[src/rtl/uart_bus_bridge.sv]
// Memory-mapped bridge from the CPU data bus to a UART core: byte FIFOs both ways, status/control regs, TX handshake FSM.
// Bus reads return one cycle after bus_rd; a push into a full FIFO is dropped and latches a sticky overflow flag.

module uart_bridge_fifo #(
   parameter int W     = 8,
   parameter int DEPTH = 8,
   parameter int AW    = 3
) (
   input  logic         clk,
   input  logic         reset,
   input  logic         push_vld,
   input  logic [W-1:0] push_dat,
   output logic         push_rdy,
   input  logic         pop_rdy,
   output logic         pop_vld,
   output logic [W-1:0] pop_dat,
   output logic         full
);
   logic [W-1:0]  mem [DEPTH];
   logic [AW-1:0] wr_ptr;
   logic [AW-1:0] rd_ptr;
   logic [AW:0]   count;
   logic          push_eff;
   logic          pop_eff;

   assign pop_vld  = (count != '0);
   assign full     = (count == (AW+1)'(DEPTH));
   assign pop_eff  = pop_rdy & pop_vld;
   // A pop in the same cycle frees the slot, so a full FIFO still accepts the push.
   assign push_rdy = ~full | pop_eff;
   assign push_eff = push_vld & push_rdy;
   assign pop_dat  = pop_vld ? mem[rd_ptr] : '0;

   always_ff @(posedge clk or negedge reset) begin
      if (!reset) begin
         wr_ptr <= '0;
         rd_ptr <= '0;
         count  <= '0;
      end else begin
         if (push_eff) wr_ptr <= wr_ptr + 1'b1;
         if (pop_eff)  rd_ptr <= rd_ptr + 1'b1;
         case ({push_eff, pop_eff})
            2'b10:   count <= count + 1'b1;
            2'b01:   count <= count - 1'b1;
            default: ;
         endcase
      end
   end

   always_ff @(posedge clk) begin
      if (push_eff) mem[wr_ptr] <= push_dat;
   end
endmodule

module uart_bus_bridge #(
   parameter int WORD_LENGTH = 8,
   parameter int DATA_WIDTH  = 32,
   parameter int FIFO_DEPTH  = 8,
   parameter int ADDR_W      = 3
) (
   input  logic                   clk,
   input  logic                   reset,
   input  logic [1:0]             bus_addr,
   input  logic                   bus_wr,
   input  logic                   bus_rd,
   input  logic [DATA_WIDTH-1:0]  bus_wdata,
   output logic [DATA_WIDTH-1:0]  bus_rdata,
   output logic                   irq,
   input  logic [WORD_LENGTH-1:0] uart_datarx,
   input  logic                   uart_rx_flag,
   input  logic                   uart_parity,
   input  logic                   uart_tx_busy,
   output logic                   uart_clear_rx,
   output logic [WORD_LENGTH-1:0] uart_datatx,
   output logic                   uart_transmit
);
   typedef enum logic [1:0] {TX_IDLE, TX_START, TX_WAIT_HI, TX_WAIT_LO} tx_state_t;

   typedef struct packed {
      logic tx_ovf;
      logic rx_ovf;
      logic par_err;
      logic tx_full;
      logic tx_empty;
      logic rx_full;
      logic rx_empty;
   } status_t;

   localparam logic [1:0] A_DATA   = 2'd0;
   localparam logic [1:0] A_STATUS = 2'd1;
   localparam logic [1:0] A_CTRL   = 2'd2;

   logic                   data_rd;
   logic                   data_wr;
   logic                   ctrl_wr;
   logic                   sticky_clr;
   logic                   rx_flag_q;
   logic                   rx_capture;
   logic                   rx_push_rdy;
   logic                   rx_vld;
   logic                   rx_full;
   logic [WORD_LENGTH-1:0] rx_head;
   logic                   tx_push_rdy;
   logic                   tx_vld;
   logic                   tx_full;
   logic [WORD_LENGTH-1:0] tx_head;
   logic                   tx_pop;
   logic                   tx_ovf;
   logic                   rx_ovf;
   logic                   par_err;
   logic                   rx_ie;
   status_t                status;
   logic [DATA_WIDTH-1:0]  rdata_nxt;
   tx_state_t              state;
   tx_state_t              state_nxt;
   logic                   unused_wdata;

   assign data_rd    = bus_rd & (bus_addr == A_DATA);
   assign data_wr    = bus_wr & (bus_addr == A_DATA);
   assign ctrl_wr    = bus_wr & (bus_addr == A_CTRL);
   assign sticky_clr = ctrl_wr & bus_wdata[1];
   assign unused_wdata = ^bus_wdata[DATA_WIDTH-1:WORD_LENGTH];

   // The UART holds its ready flag until cleared, so only the rising edge captures a byte.
   assign rx_capture    = uart_rx_flag & ~rx_flag_q;
   assign uart_clear_rx = rx_capture & reset;

   uart_bridge_fifo #(.W(WORD_LENGTH), .DEPTH(FIFO_DEPTH), .AW(ADDR_W)) u_rx_fifo (
      .clk      (clk),
      .reset    (reset),
      .push_vld (rx_capture),
      .push_dat (uart_datarx),
      .push_rdy (rx_push_rdy),
      .pop_rdy  (data_rd),
      .pop_vld  (rx_vld),
      .pop_dat  (rx_head),
      .full     (rx_full)
   );

   uart_bridge_fifo #(.W(WORD_LENGTH), .DEPTH(FIFO_DEPTH), .AW(ADDR_W)) u_tx_fifo (
      .clk      (clk),
      .reset    (reset),
      .push_vld (data_wr),
      .push_dat (bus_wdata[WORD_LENGTH-1:0]),
      .push_rdy (tx_push_rdy),
      .pop_rdy  (tx_pop),
      .pop_vld  (tx_vld),
      .pop_dat  (tx_head),
      .full     (tx_full)
   );

   // Sticky flags: a set arriving in the same cycle as a clear wins.
   always_ff @(posedge clk or negedge reset) begin
      if (!reset) begin
         rx_flag_q <= 1'b0;
         tx_ovf    <= 1'b0;
         rx_ovf    <= 1'b0;
         par_err   <= 1'b0;
         rx_ie     <= 1'b0;
      end else begin
         rx_flag_q <= uart_rx_flag;
         tx_ovf    <= (tx_ovf  & ~sticky_clr) | (data_wr & ~tx_push_rdy);
         rx_ovf    <= (rx_ovf  & ~sticky_clr) | (rx_capture & ~rx_push_rdy);
         par_err   <= (par_err & ~sticky_clr) | (rx_capture & uart_parity);
         if (ctrl_wr) rx_ie <= bus_wdata[0];
      end
   end

   assign status = {tx_ovf, rx_ovf, par_err, tx_full, ~tx_vld, rx_full, ~rx_vld};
   assign irq    = rx_vld & rx_ie;

   always_comb begin
      rdata_nxt = '0;
      case (bus_addr)
         A_DATA:   rdata_nxt[WORD_LENGTH-1:0] = rx_head;
         A_STATUS: rdata_nxt[6:0] = status;
         A_CTRL:   rdata_nxt[0] = rx_ie;
         default:  ;
      endcase
   end

   always_ff @(posedge clk or negedge reset) begin
      if (!reset) begin
         bus_rdata <= '0;
      end else if (bus_rd) begin
         bus_rdata <= rdata_nxt;
      end
   end

   always_ff @(posedge clk or negedge reset) begin
      if (!reset) begin
         state <= TX_IDLE;
      end else begin
         state <= state_nxt;
      end
   end

   always_comb begin
      state_nxt = state;
      case (state)
         TX_IDLE:    if (tx_vld && !uart_tx_busy) state_nxt = TX_START;
         TX_START:   state_nxt = TX_WAIT_HI;
         TX_WAIT_HI: if (uart_tx_busy)  state_nxt = TX_WAIT_LO;
         TX_WAIT_LO: if (!uart_tx_busy) state_nxt = TX_IDLE;
         default:    state_nxt = TX_IDLE;
      endcase
   end

   always_comb begin
      tx_pop        = 1'b0;
      uart_transmit = 1'b0;
      case (state)
         TX_IDLE:  tx_pop = tx_vld & ~uart_tx_busy;
         TX_START: uart_transmit = 1'b1;
         default:  ;
      endcase
   end

   // Byte is latched at the pop and held until the next pop, covering the whole busy window.
   always_ff @(posedge clk or negedge reset) begin
      if (!reset) begin
         uart_datatx <= '0;
      end else if (tx_pop) begin
         uart_datatx <= tx_head;
      end
   end
endmodule

[config.mk]
export PLATFORM = sky130hd
export DESIGN_NAME = uart_bus_bridge
export DESIGN_NICKNAME = d
export VERILOG_FILES = /design/src/rtl/uart_bus_bridge.sv
export SDC_FILE = /design/constraint.sdc
export NUM_CORES = 1
export LEC_CHECK = 0
export ABC_AREA = 0
export CAP_MARGIN = 20
export CORE_MARGIN = 3
export CORE_UTILIZATION = 30
export CTS_BUF_LIST = sky130_fd_sc_hd__clkbuf_4 sky130_fd_sc_hd__clkbuf_8
export CTS_CLUSTER_DIAMETER = 100
export DETAILED_ROUTE_END_ITERATION = 10
export SYNTH_ARGS = -nofsm -noshare
export SYNTH_HDL_FRONTEND = slang
export SYNTH_HIERARCHICAL = 1
export SYNTH_SLANG_ARGS = --single-unit
[constraint.sdc]
create_clock -name clk -period 4 [get_ports clk]
set_clock_uncertainty 0.15 [all_clocks]
set_input_delay 0.4 -clock clk [delete_from_list [all_inputs] [get_ports clk]]
set_output_delay 0.4 -clock clk [all_outputs]
set_load 0.02 [all_outputs]
## Word level (Yosys, flattened, before mapping)

Memory sizes are Yosys's and may differ from the RTL's. A register that Yosys moved wholly into a read port is not among the register bits.
Index checks and enable logic that the tools add are counted.

- Register bits after elaboration: 35
- Memories kept: 2
- Latch bits: 0
- Output and inout bits: 43
- Logic and storage cells: 95
- Bits in writable memories: 128
- Bits of input ports: 49
- ROM bits: 0

- Magnitude comparators: 0
- Muxes and demuxes: 16
- Add/subtract/negate cells: 8
- Shift operators: 0
- Equal/unequal tests: 14
- Bitwise operators: 32
- Div/mod/pow operators: 0
- Reductions and logical operators: 10
- Multiply operators: 0

Memories:

| memory | depth | bits a word | read ports | clocked after memory_dff | write ports | line | RTL |
|---|---|---|---|---|---|---|---|
| u_rx_fifo.mem | 8 | 8 | 1 | 0 | 1 | 19 | `logic [W-1:0] mem [DEPTH];` |
| u_tx_fifo.mem | 8 | 8 | 1 | 1 | 1 | 19 |  |

Operators by type and width:

| operator | count |
|---|---|
| $and A1 B1 Y1 | 18 |
| $pmux W4 S2 | 2 |
| $add A3 B1 Y3 const B | 4 |
| $pmux W6 S2 | 1 |
| $eq A2 B2 Y1 const B | 5 |
| $not A1 Y1 | 9 |
| $add A4 B1 Y4 const B | 2 |
| $eq A2 B1 Y1 const B | 4 |
| $eq A4 B4 Y1 const B | 2 |
| $mux W8 | 1 |
| $pmux W2 S4 | 1 |
| $reduce_bool A4 Y1 | 2 |
| $sub A4 B1 Y4 const B | 2 |
| $mux W1 | 7 |
| $mux W2 | 3 |
| $ne A2 B2 Y1 const B | 3 |
| $or A1 B1 Y1 | 5 |
| $logic_not A2 Y1 | 2 |
| $reduce_bool A2 Y1 | 2 |
| $pmux W1 S3 | 1 |
| $reduce_and A3 Y1 | 1 |
| $logic_not A1 Y1 | 2 |
| $logic_and A1 B1 Y1 | 1 |

## Longest topological paths before layout

Gate-level depths: netlist of run 1.

- Word-level depth: 8
- Depth in mapped cells: 13
- Mapped depth without buffers: 12

## By module

Netlist of run 1, hierarchy kept.

Modules (own cells, without submodules):

| module | area each (µm²) | sequential area each (µm²) | instances | cells each |
|---|---|---|---|---|
| uart_bridge_fifo (u_tx_fifo) | 3,148.0 | 2,172.1 | 1 | 170 |
| uart_bridge_fifo (u_rx_fifo) | 3,135.5 | 2,172.1 | 1 | 170 |
| uart_bus_bridge | 1,293.7 | 575.6 | 1 | 110 |

## Least setup slack after synthesis of run 1

Ideal clock, no wire load.

- Path kind: register -> register
- Start: reg u_tx_fifo.count[2]
- End: reg u_tx_fifo.count[3]
- Required time: 3,720 ps
- Arrival time: 2,617 ps
- Cell stages (with the launch flop): 14
- Clock period less this slack: 2,897 ps
- Slack: 1,103 ps
- Library setup time: 130 ps
- Path buffers: 1
- Path through: dfrtp_1 -> or3_1 -> buf_6 -> nor2_4 -> inv_4 -> nand3b_4 -> inv_1 -> nand3_1 -> inv_1 -> ha_1 -> a21o_1 -> a21oi_1 -> mux2i_1 -> o22ai_1

- Word-level cells in the longest chain between the ends: 8
- Elaborated cells between the ends (all ways): 14
- Those cells by class: add/sub (2); eq/ne (3); mux (2); bitwise (5); reduce/logical (2)

RTL lines:

| element | line | RTL |
|---|---|---|
| from (decl) | 22 | `logic [AW:0] count;` |
| from (signal assigned) | 43 | `2'b10: count <= count + 1'b1;` |
| from (signal assigned) | 44 | `2'b01: count <= count - 1'b1;` |
| $reduce_bool A4 Y1 (*) | 26 | `assign pop_vld = (count != '0);` |
| via tx_vld | 104 | `logic tx_vld;` |
| $and A1 B1 Y1 (*) | 213 | `TX_IDLE: tx_pop = tx_vld & ~uart_tx_busy;` |
| $mux W1 (*) | 212 | `case (state)` |
| via tx_pop | 107 | `logic tx_pop;` |
| $and A1 B1 Y1 (*) | 28 | `assign pop_eff = pop_rdy & pop_vld;` |
| $or A1 B1 Y1 | 30 | `assign push_rdy = ~full \| pop_eff;` |
| $and A1 B1 Y1 | 31 | `assign push_eff = push_vld & push_rdy;` |
| $eq A2 B1 Y1 / $eq A2 B2 Y1 (equally long branches) | 42 | `case ({push_eff, pop_eff})` |
| $pmux W4 S2 / $reduce_bool A2 Y1 (equally long branches) | -- |  |

Mark *: on every way through the listed nets, which the timed path passes. The rest lies on a longest branch.
A chain may end at the register's enable or synchronous reset.

## Final worst setup path of run 1

Ends and elaborated chain as after synthesis.

==> flow_summary.toml, run 1 <==
[yosys]
synthCells = 450
synth_top_area_frac = 0.5073
ys.flop_type = "edfxtp_1"
synth_edf_count = 128
syn_area_sq_um = 7577
ys_seq_elements = 171
synth_warnings = 6
synthArstFlopShare = 0.2515
yosys.area.top_type = "edfxtp_1"
ys_types = 52
synth_area_leaders = "edfxtp_1 (51%), dfrtp_1 (14%), mux4_2 (9.5%)"
yosysSeqAreaShare = 0.6493
avgSynthCellArea_sq_um = 16.84

[grt]
grt_max_degree = 44
grt_first_pass_wirelength_um = 22050
grt_antenna_before_repair = 0
overflow = 0
globalRouteTotalUtil = 0.1082
grt_pass1_vias = 4029

[clocking]
cts_tree = "yes"
post-cts-setup-buffers = 0
cts_sinks = 171
ctsResizeCount = 0
cts-root-buf = "clkbuf_8"
htreeDepth = 4
clock_path_buffers = 2
hold_buffers = 1
cts_made_buffers = 17
clkTransAtPathRegs_ns = 0.09
clk_latency_ns = 0.45

[floorplan]
die_w_um = 164.9
start_util = 0.3080
dieArea_sq_um = 27200
ios = 92
floorplan.rows = 57
die_h_um = 164.9
core_area_sq_um = 24600

[setup_path]
crit_fanout = 9
critical_path_class = "reg -> reg"
critPathRequiredTime_ns = 4.18
start_kind = "flip-flop"
cp.arrival_ns = 3.57
endpoint_kind = "flip-flop"

[pwr]
power_leakage_nw = 3.238
irDropWorstVdd_v = 0.0002700
p_per_area_nw_per_um2 = 634.5

[timing]
min_period_ns = 3.394
hold_viol_final = 0
rsz0062_at_grt = "no"
finalMaxSlewViolations = 0
hold_slack_ns = 0.2553
max_slew_margin = 0.4462
max_freq_ghz = 0.2947
finalCritPeriodShare = 0.8484
setup_viol = 0
setup_tns_ns = 0
worst_slew_pin_slew_ns = 0.8308

[finish]
final_common_cell = "edfxtp_1"
area_delta_synth_final_pct = 16.46
drive_above_1_share = 0.2341
final_cell_mix = "edfxtp_1 (128), dfrtp_1 (43), clkdlybuf4s50_1 (42)"
final_util = 0.3587
layout.nets = 585
diodes = 0

[placed_design]
port_buffers = 43
dp_hpwl_um = 9556
gp_congestion = 0.7689

[run]
drv_cap = 0

[drt]
wl_per_cell_um = 16.30
viasPerCell = 4.481
drt_iter0_drc = 225
dr_total_vias = 3845
post-route-drc-count = 0
ant_nets = 0
wl_um = 13980
drtPass1Iterations = 4

[run_status]
status = "finished clean"

[min_path]
hp-class = "in -> reg"
==> layout make-up <==
class,count,area (sq um)
Multi-Input combinational cell,246,2375
Fill cell,2294,15780
Tap cell,324,405.4
Clock inverter,14,158.9
Clock buffer,18,241.5
Inverter,17,68.82
Sequential cell,171,4920
Timing Repair Buffer,68,655.6
==> through the flow <==
step                cells  power (W)  worst slack, ns  cell area, sq um
floorplan             473   0.003877            1.103              7664
global placement      823   0.004285           0.6958              8359
detailed placement    823   0.004370           0.5942              8359
CTS                   856   0.005608           0.5892              8770
global route          858   0.005938           0.3531              8825
finish                858   0.005600           0.6064              8825
==> cell families after synthesis <==
family          Yosys count  synth area share
other cells               1         0.0004949
flops                   171            0.6493
fa+ha+maj                15           0.02675
compound gates           25           0.03253
buf+inv                  56           0.04871
mux                      77            0.1612
simple gates             91           0.06489
xor+xnor                 14           0.01618
==> registers in the layout (all words and copies together) (netlist names) <==
| signal | flops |
|---|---|
| uart_datatx | 8 |
| u_tx_fifo/mem | 64 |
| u_rx_fifo/mem | 64 |
| u_tx_fifo/count | 4 |
| tx_ovf | 1 |
| u_rx_fifo/wr_ptr | 3 |
| bus_rdata | 8 |
| u_tx_fifo/rd_ptr | 3 |
| rx_ovf | 1 |
| u_tx_fifo/wr_ptr | 3 |
| state | 2 |
| rx_flag_q | 1 |
| u_rx_fifo/rd_ptr | 3 |
| u_rx_fifo/count | 4 |
| par_err | 1 |
| rx_ie | 1 |
==> path summary, 6_finish.rpt <==
| check | slack (ns) | depth (start not counted) | startpoint | endpoint |
|---|---|---|---|---|
| max | 0.61 | 12 | u_tx_fifo/count[2] | u_tx_fifo/count[3] |
| min | 0.26 | 1 | uart_rx_flag | rx_flag_q |
| max reg2reg | 0.61 | 12 | u_tx_fifo/count[2] | u_tx_fifo/count[3] |
| min reg2reg | 0.36 | 1 | bus_rdata[5] | bus_rdata[5] |
| max in group asynchronous | 2.89 | 3 | reset | uart_datatx[0] |
| min in group asynchronous | 0.40 | 3 | reset | bus_rdata[4] |
==> synth_stat cells (9+ instances only) <==
cell type and count:
buf_4 24, nor3_1 9, xnor2_1 10, mux2i_1 29, nand2_1 11, edfxtp_1 128
nor2_1 32, nand2b_1 11, mux4_2 32, inv_1 15, ha_1 13, dfrtp_1 43
==> power by group <==
part	internal, W	switching [W]	total, W
Clock	0.000577	0.000650	0.00123
Combinational	0.00101	0.000846	0.00186
Sequential	0.00217	0.000342	0.00252
==> critical path: stages, from the launching register on <==
cell	delay, ns
dfrtp_1	0.42
or3_1	0.57
nor2_4	0.31
inv_4	0.10
nand3b_4	0.15
inv_1	0.19
nand3_1	0.19
inv_1	0.08
ha_1	0.28
a21o_1	0.18
a21oi_1	0.32
mux2i_1	0.24
o22ai_1	0.10
==> metal layers <==
| layer | global-route usage | vias to the layer above | wire [um] |
|---|---|---|---|
| li1 | - | 1785 | - |
| met5 | 0 | - | 0 |
| met1 | 0.1349 | 1936 | 5948 |
| met2 | 0.1780 | 103 | 6977 |
| met3 | 0.03286 | 21 | 694 |
| met4 | 0.04003 | 0 | 365 |
No activity file was read; power rests on OpenSTA's default activity.
==> run 2: changes to the inputs <==
clock period = 3.6 ns   (was 4 ns; I/O delays follow)
==> run 2 against run 1 <==
Clock power increased by 18%. Setup slack got worse by 0.093 ns. Clock-buffer cell count unchanged. Core utilization unchanged. Routed wire length increased by 1.5%. Highest routed layer unchanged. Sequential share of layout area unchanged. Die area unchanged. Via count increased by 1.1%. Global-route usage increased by 0.22 points. Largest cell class unchanged.
==> flow_summary.toml, run 2 (synthesis results as in run 1) <==
[run_status]
status = "finished clean"

[setup_path]
cp_cell_sequence = "or3_1 > nor2_4 > inv_4 > nand3b_4 > inv_1 > nand3_1 > inv_1 > ha_1 > a21o_1 > a21oi_1 > mux2i_1 > o22ai_1"
endpoint_kind = "flip-flop"
critPathRequiredTime_ns = 3.79
crit_top_cell = "inv_1"
crit_buf_inv = 3
cp.arrival_ns = 3.28
critical_path_class = "reg -> reg"
path_delay_family = "simple AND/OR/NAND/NOR gates"
start_kind = "flip-flop"
max_stage_delay_ns = 0.45
crit_slowest_cell = "or3_1"
crit_fanout = 9

[clocking]
htreeDepth = 4
cts_tree = "yes"
cts_made_buffers = 17
post-cts-setup-buffers = 0
cts_sinks = 171
clkTransAtPathRegs_ns = 0.11
clk_latency_ns = 0.45
cts-root-buf = "clkbuf_8"
clock_path_buffers = 2

[drt]
wl_met3_um = 526
dr_total_vias = 3886
wl_per_cell_um = 16.50
highest_layer = "met4"
post-route-drc-count = 0
ant_nets = 0
routed-wl-met2_um = 7240
drtPass1Iterations = 4
wl_um = 14190
drt_iter0_drc = 286
viasPerCell = 4.519
met1_length_um = 6147

[finish]
final_cells = 860
area_delta_synth_final_pct = 16.46
drive_above_1_share = 0.2369
final_cell_mix = "edfxtp_1 (128), dfrtp_1 (43), clkdlybuf4s50_1 (42)"
final_common_cell = "edfxtp_1"
nFillCells = 2303
regArea_sq_um = 4920
reg.largest.list = "u_rx_fifo/mem x64, u_tx_fifo/mem x64"
layout.nets = 587
multiInputGateArea_sq_um = 2375
final_util = 0.3587
diodes = 0

[floorplan]
ios = 92
dieArea_sq_um = 27200
die_w_um = 164.9
floorplan.rows = 57
core_area_sq_um = 24600
start_util = 0.3080
die_h_um = 164.9

[grt]
globalRouteTotalUtil = 0.1104
grt_max_degree = 44
grt_pass1_vias = 4001
grt_antenna_before_repair = 0
overflow = 0
grt_first_pass_wirelength_um = 22470

[run]
drv_cap = 0

[min_path]
hp-class = "in -> reg"

[timing]
hold_viol_final = 0
finalMaxSlewViolations = 0
rsz0062_at_grt = "no"
finalCritPeriodShare = 0.8575
setup_viol = 0
max_freq_ghz = 0.3239
min_period_ns = 3.087
setup_tns_ns = 0
max_slew_margin = 0.4514
hold_slack_ns = 0.2235
setup_slack_ns = 0.5130
worst_slew_pin_slew_ns = 0.8229

[pwr]
p_per_area_nw_per_um2 = 710.0
irDropWorstVdd_v = 0.0003225
power_leakage_nw = 3.229

[placed_design]
gp_congestion = 0.7760
placedCellCount = 827
post-place-ws_ns = 0.3904
port_buffers = 43
dp_hpwl_um = 9653
## run 2: layout make-up
cell class,count,share of cell area
clock buffers,18,0.02736
inverters,17,0.007798
multi-input cells,246,0.2691
well taps,324,0.04594
repair buffers,70,0.07146
clock inverters,14,0.02084
flip-flops and latches,171,0.5575
## run 2: final timing paths
| check | start | to | slack (ns) | cells after the start |
|---|---|---|---|---|
| setup / recovery | u_tx_fifo/count[2] | u_tx_fifo/count[3] | 0.51 | 12 |
| hold / removal | uart_rx_flag | rx_flag_q | 0.22 | 1 |
| setup reg to reg | u_tx_fifo/count[2] | u_tx_fifo/count[3] | 0.51 | 12 |
| hold reg to reg | bus_rdata[1] | bus_rdata[1] | 0.36 | 1 |
| max in group asynchronous | reset | uart_datatx[5] | 2.51 | 3 |
| min in group asynchronous | reset | u_tx_fifo/wr_ptr[0] | 0.39 | 3 |
## run 2: repair_timing
| item | 4_1_cts | 5_1_grt |
|---|---|---|
| gates resized for setup | 0 | 0 |
| hold buffers | 1 | 0 |
| endpoints found under the hold margin | 43 | 0 |
## run 2: stage by stage
stage / total power, W / instance area, sq um
3_5_place_dp: 0.004889 / 8389
2_1_floorplan: 0.004308 / 7664
6_report: 0.006265 / 8825
3_3_place_gp: 0.004783 / 8389
4_1_cts: 0.006361 / 8825
5_1_grt: 0.006651 / 8825
## run 2: per-layer routing
metal,up-vias,track usage
li1,1793,-
met3,16,0.02458
met4,0,0.04041
met5,-,0
met1,1993,0.1419
met2,84,0.1836
## run 2: report_power, final
group / internal [W] / switching (W) / leakage, nW
Clock: 0.000711 / 0.000740 / 0.203
Combinational: 0.00108 / 0.000946 / 1.35
Sequential: 0.00242 / 0.000371 / 1.68
Total: 0.00421 / 0.00206 / 3.23
